===== config.mk =====
export PLATFORM = sky130hd
export DESIGN_NAME = pid_uart_ctrl
export DESIGN_NICKNAME = d
export VERILOG_FILES = /design/src/rtl/pid_uart_ctrl.sv
export SDC_FILE = /design/constraint.sdc
export NUM_CORES = 1
export LEC_CHECK = 0
export CORE_MARGIN = 10
export CORE_UTILIZATION = 30
export DETAILED_ROUTE_END_ITERATION = 8
export PLACE_DENSITY = 0.48
export SETUP_SLACK_MARGIN = 0.15
export SLEW_MARGIN = 40
export SYNTH_ARGS = -nofsm -noshare
export SYNTH_HDL_FRONTEND = slang
export SYNTH_SLANG_ARGS = --single-unit

===== constraint.sdc =====
create_clock -name clk_in -period 3.9 [get_ports clk_in]
set_input_delay 1.17 -clock clk_in [delete_from_list [all_inputs] [get_ports clk_in]]
set_output_delay 1.17 -clock clk_in [all_outputs]
set_load 0.1 [all_outputs]

===== src/rtl/pid_uart_ctrl.sv =====
`default_nettype none
// ============================================================================
// Module      : pid_uart_ctrl
// Description : Framed UART command sequencer for the PID configuration
//               registers (KP, KI, KD, SETPOINT). Optional inter-byte timeout
//               is enabled by defining PID_UART_TIMEOUT_EN.
// Revision    : 1.0 - initial release
// ============================================================================
module pid_uart_ctrl #(
    parameter logic [7:0]  SYNC_BYTE      = 8'hA5,
    parameter logic [15:0] KP_INIT        = 16'd0,
    parameter logic [15:0] KI_INIT        = 16'd0,
    parameter logic [15:0] KD_INIT        = 16'd0,
    parameter logic [15:0] SP_INIT        = 16'd0,
    parameter int          TIMEOUT_CYCLES = 1000000
) (
    input  logic        clk_in,
    input  logic        reset,
    input  logic        rx_rdy,
    input  logic [7:0]  rx_byte,
    input  logic        tx_busy,
    output logic        tx_send,
    output logic [7:0]  tx_byte,
    output logic [15:0] kp,
    output logic [15:0] ki,
    output logic [15:0] kd,
    output logic [15:0] setpoint,
    output logic        cfg_update,
    output logic        overrun,
    output logic        frame_err
);

    typedef enum logic [3:0] {
        S_IDLE       = 4'd0,
        S_CMD        = 4'd1,
        S_DHI        = 4'd2,
        S_DLO        = 4'd3,
        S_CHK        = 4'd4,
        S_EXEC       = 4'd5,
        S_TX_LOAD    = 4'd6,
        S_TX_WAIT_HI = 4'd7,
        S_TX_WAIT_LO = 4'd8
    } state_t;

    localparam logic [7:0] C_ACK = 8'h06;
    localparam logic [7:0] C_NAK = 8'h15;

    state_t      state_q;
    logic        rx_rdy_q;
    logic [7:0]  cmd_q;
    logic [7:0]  dhi_q;
    logic [7:0]  dlo_q;
    logic [7:0]  chk_q;
    logic [7:0]  resp_q [0:3];
    logic [2:0]  resp_len_q;
    logic [2:0]  resp_idx_q;
    logic        tx_send_q;
    logic [7:0]  tx_byte_q;
    logic [15:0] kp_q;
    logic [15:0] ki_q;
    logic [15:0] kd_q;
    logic [15:0] sp_q;
    logic        cfg_update_q;
    logic        overrun_q;
    logic        frame_err_q;

    logic        byte_ev_w;
    logic        chk_ok_w;
    logic        in_frame_w;
    logic        busy_state_w;
    logic        to_hit_w;
    logic [15:0] sel_val_w;

    assign byte_ev_w    = rx_rdy & ~rx_rdy_q;
    assign in_frame_w   = (state_q == S_CMD) || (state_q == S_DHI) ||
                          (state_q == S_DLO) || (state_q == S_CHK);
    assign busy_state_w = (state_q == S_EXEC) || (state_q == S_TX_LOAD) ||
                          (state_q == S_TX_WAIT_HI) || (state_q == S_TX_WAIT_LO);
    assign chk_ok_w     = cmd_q[7] ? (chk_q == cmd_q)
                                   : (chk_q == (cmd_q ^ dhi_q ^ dlo_q));

    always_comb begin
        sel_val_w = kp_q;
        case (cmd_q[1:0])
            2'd0:    sel_val_w = kp_q;
            2'd1:    sel_val_w = ki_q;
            2'd2:    sel_val_w = kd_q;
            default: sel_val_w = sp_q;
        endcase
    end

`ifdef PID_UART_TIMEOUT_EN
    localparam int TO_W = $clog2(TIMEOUT_CYCLES) + 1;
    logic [TO_W-1:0] to_cnt_q;

    assign to_hit_w = (to_cnt_q == TO_W'(TIMEOUT_CYCLES - 1));

    // Held at zero outside a frame, so entering CMD always starts a fresh count.
    always_ff @(posedge clk_in) begin
        if (reset || byte_ev_w || !in_frame_w) begin
            to_cnt_q <= '0;
        end else if (!to_hit_w) begin
            to_cnt_q <= to_cnt_q + 1'b1;
        end
    end
`else
    // Without the timeout a partial frame waits indefinitely.
    assign to_hit_w = (TIMEOUT_CYCLES < 0);
`endif

    always_ff @(posedge clk_in) begin
        if (reset) begin
            state_q      <= S_IDLE;
            rx_rdy_q     <= 1'b0;
            cmd_q        <= 8'd0;
            dhi_q        <= 8'd0;
            dlo_q        <= 8'd0;
            chk_q        <= 8'd0;
            for (int i = 0; i < 4; i++) resp_q[i] <= 8'd0;
            resp_len_q   <= 3'd0;
            resp_idx_q   <= 3'd0;
            tx_send_q    <= 1'b0;
            tx_byte_q    <= 8'd0;
            kp_q         <= KP_INIT;
            ki_q         <= KI_INIT;
            kd_q         <= KD_INIT;
            sp_q         <= SP_INIT;
            cfg_update_q <= 1'b0;
            overrun_q    <= 1'b0;
            frame_err_q  <= 1'b0;
        end else begin
            rx_rdy_q     <= rx_rdy;
            cfg_update_q <= 1'b0;
            frame_err_q  <= 1'b0;
            if (byte_ev_w && busy_state_w) overrun_q <= 1'b1;

            case (state_q)
                S_IDLE: begin
                    if (byte_ev_w && rx_byte == SYNC_BYTE) state_q <= S_CMD;
                end
                S_CMD: begin
                    if (byte_ev_w) begin
                        cmd_q   <= rx_byte;
                        state_q <= rx_byte[7] ? S_CHK : S_DHI;
                    end else if (to_hit_w) begin
                        state_q <= S_IDLE;
                    end
                end
                S_DHI: begin
                    if (byte_ev_w) begin
                        dhi_q   <= rx_byte;
                        state_q <= S_DLO;
                    end else if (to_hit_w) begin
                        state_q <= S_IDLE;
                    end
                end
                S_DLO: begin
                    if (byte_ev_w) begin
                        dlo_q   <= rx_byte;
                        state_q <= S_CHK;
                    end else if (to_hit_w) begin
                        state_q <= S_IDLE;
                    end
                end
                S_CHK: begin
                    if (byte_ev_w) begin
                        chk_q   <= rx_byte;
                        state_q <= S_EXEC;
                    end else if (to_hit_w) begin
                        state_q <= S_IDLE;
                    end
                end
                S_EXEC: begin
                    resp_idx_q <= 3'd0;
                    state_q    <= S_TX_LOAD;
                    if (!chk_ok_w) begin
                        frame_err_q <= 1'b1;
                        resp_q[0]   <= C_NAK;
                        resp_len_q  <= 3'd1;
                    end else if (cmd_q[7]) begin
                        resp_q[0]   <= SYNC_BYTE;
                        resp_q[1]   <= sel_val_w[15:8];
                        resp_q[2]   <= sel_val_w[7:0];
                        resp_q[3]   <= sel_val_w[15:8] ^ sel_val_w[7:0];
                        resp_len_q  <= 3'd4;
                    end else begin
                        case (cmd_q[1:0])
                            2'd0:    kp_q <= {dhi_q, dlo_q};
                            2'd1:    ki_q <= {dhi_q, dlo_q};
                            2'd2:    kd_q <= {dhi_q, dlo_q};
                            default: sp_q <= {dhi_q, dlo_q};
                        endcase
                        cfg_update_q <= 1'b1;
                        resp_q[0]    <= C_ACK;
                        resp_len_q   <= 3'd1;
                    end
                end
                S_TX_LOAD: begin
                    tx_byte_q <= resp_q[resp_idx_q[1:0]];
                    tx_send_q <= 1'b1;
                    state_q   <= S_TX_WAIT_HI;
                end
                S_TX_WAIT_HI: begin
                    // The UART only samples send on its baud tick, so hold it until busy.
                    if (tx_busy) begin
                        tx_send_q <= 1'b0;
                        state_q   <= S_TX_WAIT_LO;
                    end
                end
                S_TX_WAIT_LO: begin
                    if (!tx_busy) begin
                        resp_idx_q <= resp_idx_q + 3'd1;
                        state_q    <= (resp_idx_q + 3'd1 == resp_len_q) ? S_IDLE : S_TX_LOAD;
                    end
                end
                default: state_q <= S_IDLE;
            endcase
        end
    end

    assign tx_send    = tx_send_q;
    assign tx_byte    = tx_byte_q;
    assign kp         = kp_q;
    assign ki         = ki_q;
    assign kd         = kd_q;
    assign setpoint   = sp_q;
    assign cfg_update = cfg_update_q;
    assign overrun    = overrun_q;
    assign frame_err  = frame_err_q;

endmodule
`default_nettype wire


==> impl_metrics.json <==
{
  "status": "completed",
  "die_h_um": 169,
  "cp_num_buf_inv": 1,
  "grt_pass1_vias": 4895,
  "ios": 88,
  "dr_wl_met2_mm": 8.77,
  "yosys.area.top_type": "dfxtp_1",
  "total_power_uw": 3550,
  "rows": 54,
  "htreeDepth": 4,
  "initial_core_util_pct": 30.5,
  "ff2ff_setup_slack_ns": 1.18,
  "yosys_warnings": 0,
  "ant_nets": 0,
  "endpoint_kind": "flop",
  "pwr-share-clk_pct": 41.2,
  "grt_pass1_wl_mm": 29.1,
  "syn_area_um2": 6660,
  "cpPeakStageDelay_ns": 0.55,
  "clkSinkCount": 147,
  "synth_edf_count": 26,
  "cts_tree": "done",
  "crit_chain": "clkdlybuf4s50_1 > nor4bb_1 > nand3_1 > a222oi_1 > o21ai_0 > mux2i_1 > nor2_1",
  "gp_congestion": 0.762,
  "area_growth_pct": 22.1,
  "clock_path_buffers": 2,
  "hold_class": "reg2reg",
  "drt_iter0_drc": 228,
  "wl_met1_mm": 8.50,
  "rr_startpoint": "dhi_q[5]$_SDFFE_PP0P_",
  "cap_violations": 0,
  "p_comb_share_pct": 12.6,
  "final.setup_skew_ns": 0.00769,
  "cp-startpoint": "rx_byte[2]",
  "first_pass_iters": 4,
  "postCtsHoldBufs": 0,
  "synth_commonest_cells": "121 x dfxtp_1, 99 x mux2i_1, 81 x nand2b_1, 67 x nor2_1, 28 x clkbuf_1",
  "cts_resized": 0,
  "fin_tns_setup_ns": 0,
  "synth_seq_cells": 147,
  "antenna_found_initial": 0,
  "viasPerCell": 4.74,
  "crit_cells": 7,
  "clockRootBuffer": "clkbuf_16",
  "top_layer_used": "met4",
  "peakVddDrop_mv": 0.284,
  "cts_made_buffers": 17,
  "clock_latency_ns": 0.42,
  "worstMarginPinSlew_ns": 0.701,
  "switching_share_pct": 25.7,
  "ys_dominant_reg_cell": "dfxtp_1",
  "die_area_um2": 28500,
  "grt_max_degree": 55,
  "seq_area_frac_synth_pct": 48.1,
  "cp-start-kind": "input pin",
  "vias": 4661,
  "p_leak_uw": 0.00347,
  "syn_nets": 622,
  "setup_viol": 0,
  "layout-drive-gt1-share_pct": 20.1,
  "p_int_uw": 2640,
  "postCtsSetupBuffers": 0,
  "r2r_end": "setpoint[11]$_SDFFE_PP0P_",
  "cp.required_ns": 4.19,
  "critPathKind": "in2reg",
  "fin_nets": 703,
  "critPathMaxFanout": 5,
  "postSynth.asyncResetShare_pct": 0,
  "grt_use_total_pct": 13.1,
  "wirelength_mm": 18.4,
  "hpwl_mm": 13.2,
  "critPathTopFamily": "simple AND/OR/NAND/NOR gates",
  "synth_top_area_share_pct": 36.4,
  "maxSlewViolCount": 0,
  "clkSlewWorstSetupHoldPaths_ns": 0.06,
  "core_um2": 21800,
  "rsz0062_at_grt": "false",
  "synthCells": 609,
  "synth_most_common_cell": "dfxtp_1",
  "port_buffers": 87,
  "crit_slowest_cell": "clkdlybuf4s50_1",
  "r2r_cells": 7,
  "synth_area_per_cell_um2": 10.9,
  "crit_end": "state_q[0]$_SDFFE_PP0P_",
  "finalCritPeriodShare_pct": 76.7,
  "dr_wl_met3_um": 777,
  "yosys-top-cells-area": "dfxtp_1 36%, mux2i_1 15%, edfxtp_1 12%",
  "drc_errors": 0,
  "synth_cell_types": 42,
  "wire_per_inst_um": 18.7,
  "pwr-share-seq_pct": 46.2,
  "grt-ovfl-total": 0,
  "worst_ep_arrival_time_ns": 3.28,
  "finalCriticalPeriod_ns": 2.99,
  "worst_slew_margin_rel_pct": 53.2,
  "maxClockFrequency_mhz": 334,
  "hold_viol": 0,
  "power_switching_uw": 913,
  "power.density_nw_per_um2": 437,
  "die_w_um": 169
}
metal layers:
layer  GRT usage (%)  vias to the layer above
met2            21.1                       84
met3            3.82                       20
met5               0                        -
met1            16.4                     2269
met4            4.24                        0
li1                -                     2288
stage by stage:
| stage | utilization, % | cell area (um2) | instances | hold WS, ns | setup WS (ns) |
|---|---|---|---|---|---|
| finish | 37.2 | 8120 | 984 | 0.458 | 0.907 |
| global route | 37.2 | 8120 | 983 | 0.484 | 0.775 |
| CTS | 37.2 | 8120 | 983 | 0.464 | 0.970 |
| detailed placement | 34.9 | 7610 | 951 | 0.456 | 0.516 |
| global placement | 34.8 | 7600 | 951 | 0.449 | 0.568 |
| floorplan | - | 6660 | 609 | 0.435 | 1.05 |
worst min path at each step:
| stage | startpoint | end | slack [ns] | cells past startpoint |
|---|---|---|---|---|
| floorplan | resp_len_q[2]$_SDFFE_PP0P_ | resp_len_q[2]$_SDFFE_PP0P_ | 0.43 | 2 |
| global placement | resp_q[0][2]$_SDFFE_PP1P_ | resp_q[0][2]$_SDFFE_PP1P_ | 0.45 | 2 |
| detailed placement | tx_byte[2]$_SDFFE_PP0P_ | tx_byte[2]$_SDFFE_PP0P_ | 0.46 | 2 |
| CTS | tx_byte[2]$_SDFFE_PP0P_ | tx_byte[2]$_SDFFE_PP0P_ | 0.46 | 2 |
| global route | tx_byte[0]$_SDFFE_PP0P_ | tx_byte[0]$_SDFFE_PP0P_ | 0.48 | 2 |
| finish | tx_byte[2]$_SDFFE_PP0P_ | tx_byte[2]$_SDFFE_PP0P_ | 0.46 | 2 |
cell type report:
| cell class | count | area (um2) |
|---|---|---|
| clock buffer | 24 | 452 |
| multi-input combinational | 419 | 3260 |
| antenna | 1 | 2.50 |
| clock inverter | 8 | 61.3 |
| sequential | 147 | 3200 |
| tap | 280 | 350 |
| fill | 2173 | 13700 |
| inverter | 5 | 18.8 |
| timing repair buffer | 100 | 776 |
flip-flops by register name (all words and copies together), names as in the netlist, 8 cells and up:
name and cells:
resp_q 29, kd 16, dlo_q 8, kp 16, cmd_q 8, tx_byte 8
dhi_q 8, setpoint 16, ki 16, chk_q 8
worst reg2reg max path: cells and delay by family, from the launching register on:
kind | cells | cell delay (ns)
AOI/OAI and AO/OA | 1 | 0.08
xor gates and xnor gates | 1 | 0.21
buffers and inverters | 1 | 0.38
DFF | 1 | 0.43
muxes | 1 | 0.14
and+or+nand+nor | 3 | 1.36
logic make-up after synthesis:
kind of cell / synth area share [%]
XOR/XNOR: 3.42
multiplexers: 22.3
flip-flops: 48.1
AND/OR/NAND/NOR: 18.9
adder cells (fa/ha/maj): 0.188
AO/OA/AOI/OAI: 3.93
buffers and inverters: 3.06
cell usage in the layout (no fill, tap or decap), drive strengths merged, types with 2 or more instances in the layout:
| cell | Yosys | final |
|---|---|---|
| and2b | 3 | 3 |
| clkinv | 0 | 7 |
| nand2 | 15 | 15 |
| dfxtp | 121 | 121 |
| nand4 | 2 | 2 |
| o21ai | 7 | 7 |
| edfxtp | 26 | 26 |
| nor3 | 7 | 7 |
| nor4bb | 3 | 3 |
| a221oi | 2 | 2 |
| o22ai | 2 | 2 |
| nor2 | 67 | 67 |
| xnor2 | 21 | 21 |
| xor2 | 5 | 5 |
| clkbuf | 28 | 24 |
| buf | 10 | 90 |
| inv | 5 | 5 |
| nor2b | 19 | 19 |
| mux2 | 4 | 4 |
| nand4b | 5 | 5 |
| mux4 | 20 | 20 |
| and2 | 2 | 2 |
| clkdlybuf4s50 | 0 | 10 |
| o21a | 2 | 2 |
| a211oi | 5 | 5 |
| mux2i | 99 | 99 |
| a21oi | 15 | 15 |
| nand3 | 11 | 11 |
| a22oi | 2 | 2 |
| or3 | 3 | 3 |
| a31oi | 2 | 2 |
| nor3b | 5 | 5 |
| a21o | 2 | 2 |
| nand2b | 81 | 81 |
power by group through the flow:
stage                     logic, uW  registers (uW)  clock network (uW)
after floorplan                 340            1670                   0
after global placement          448            1670                   0
after detailed placement        451            1670                   0
after CTS                       455            1640                1500
after global routing            492            1650                1570
final                           447            1640                1460
(Power assumes the default switching activity.)
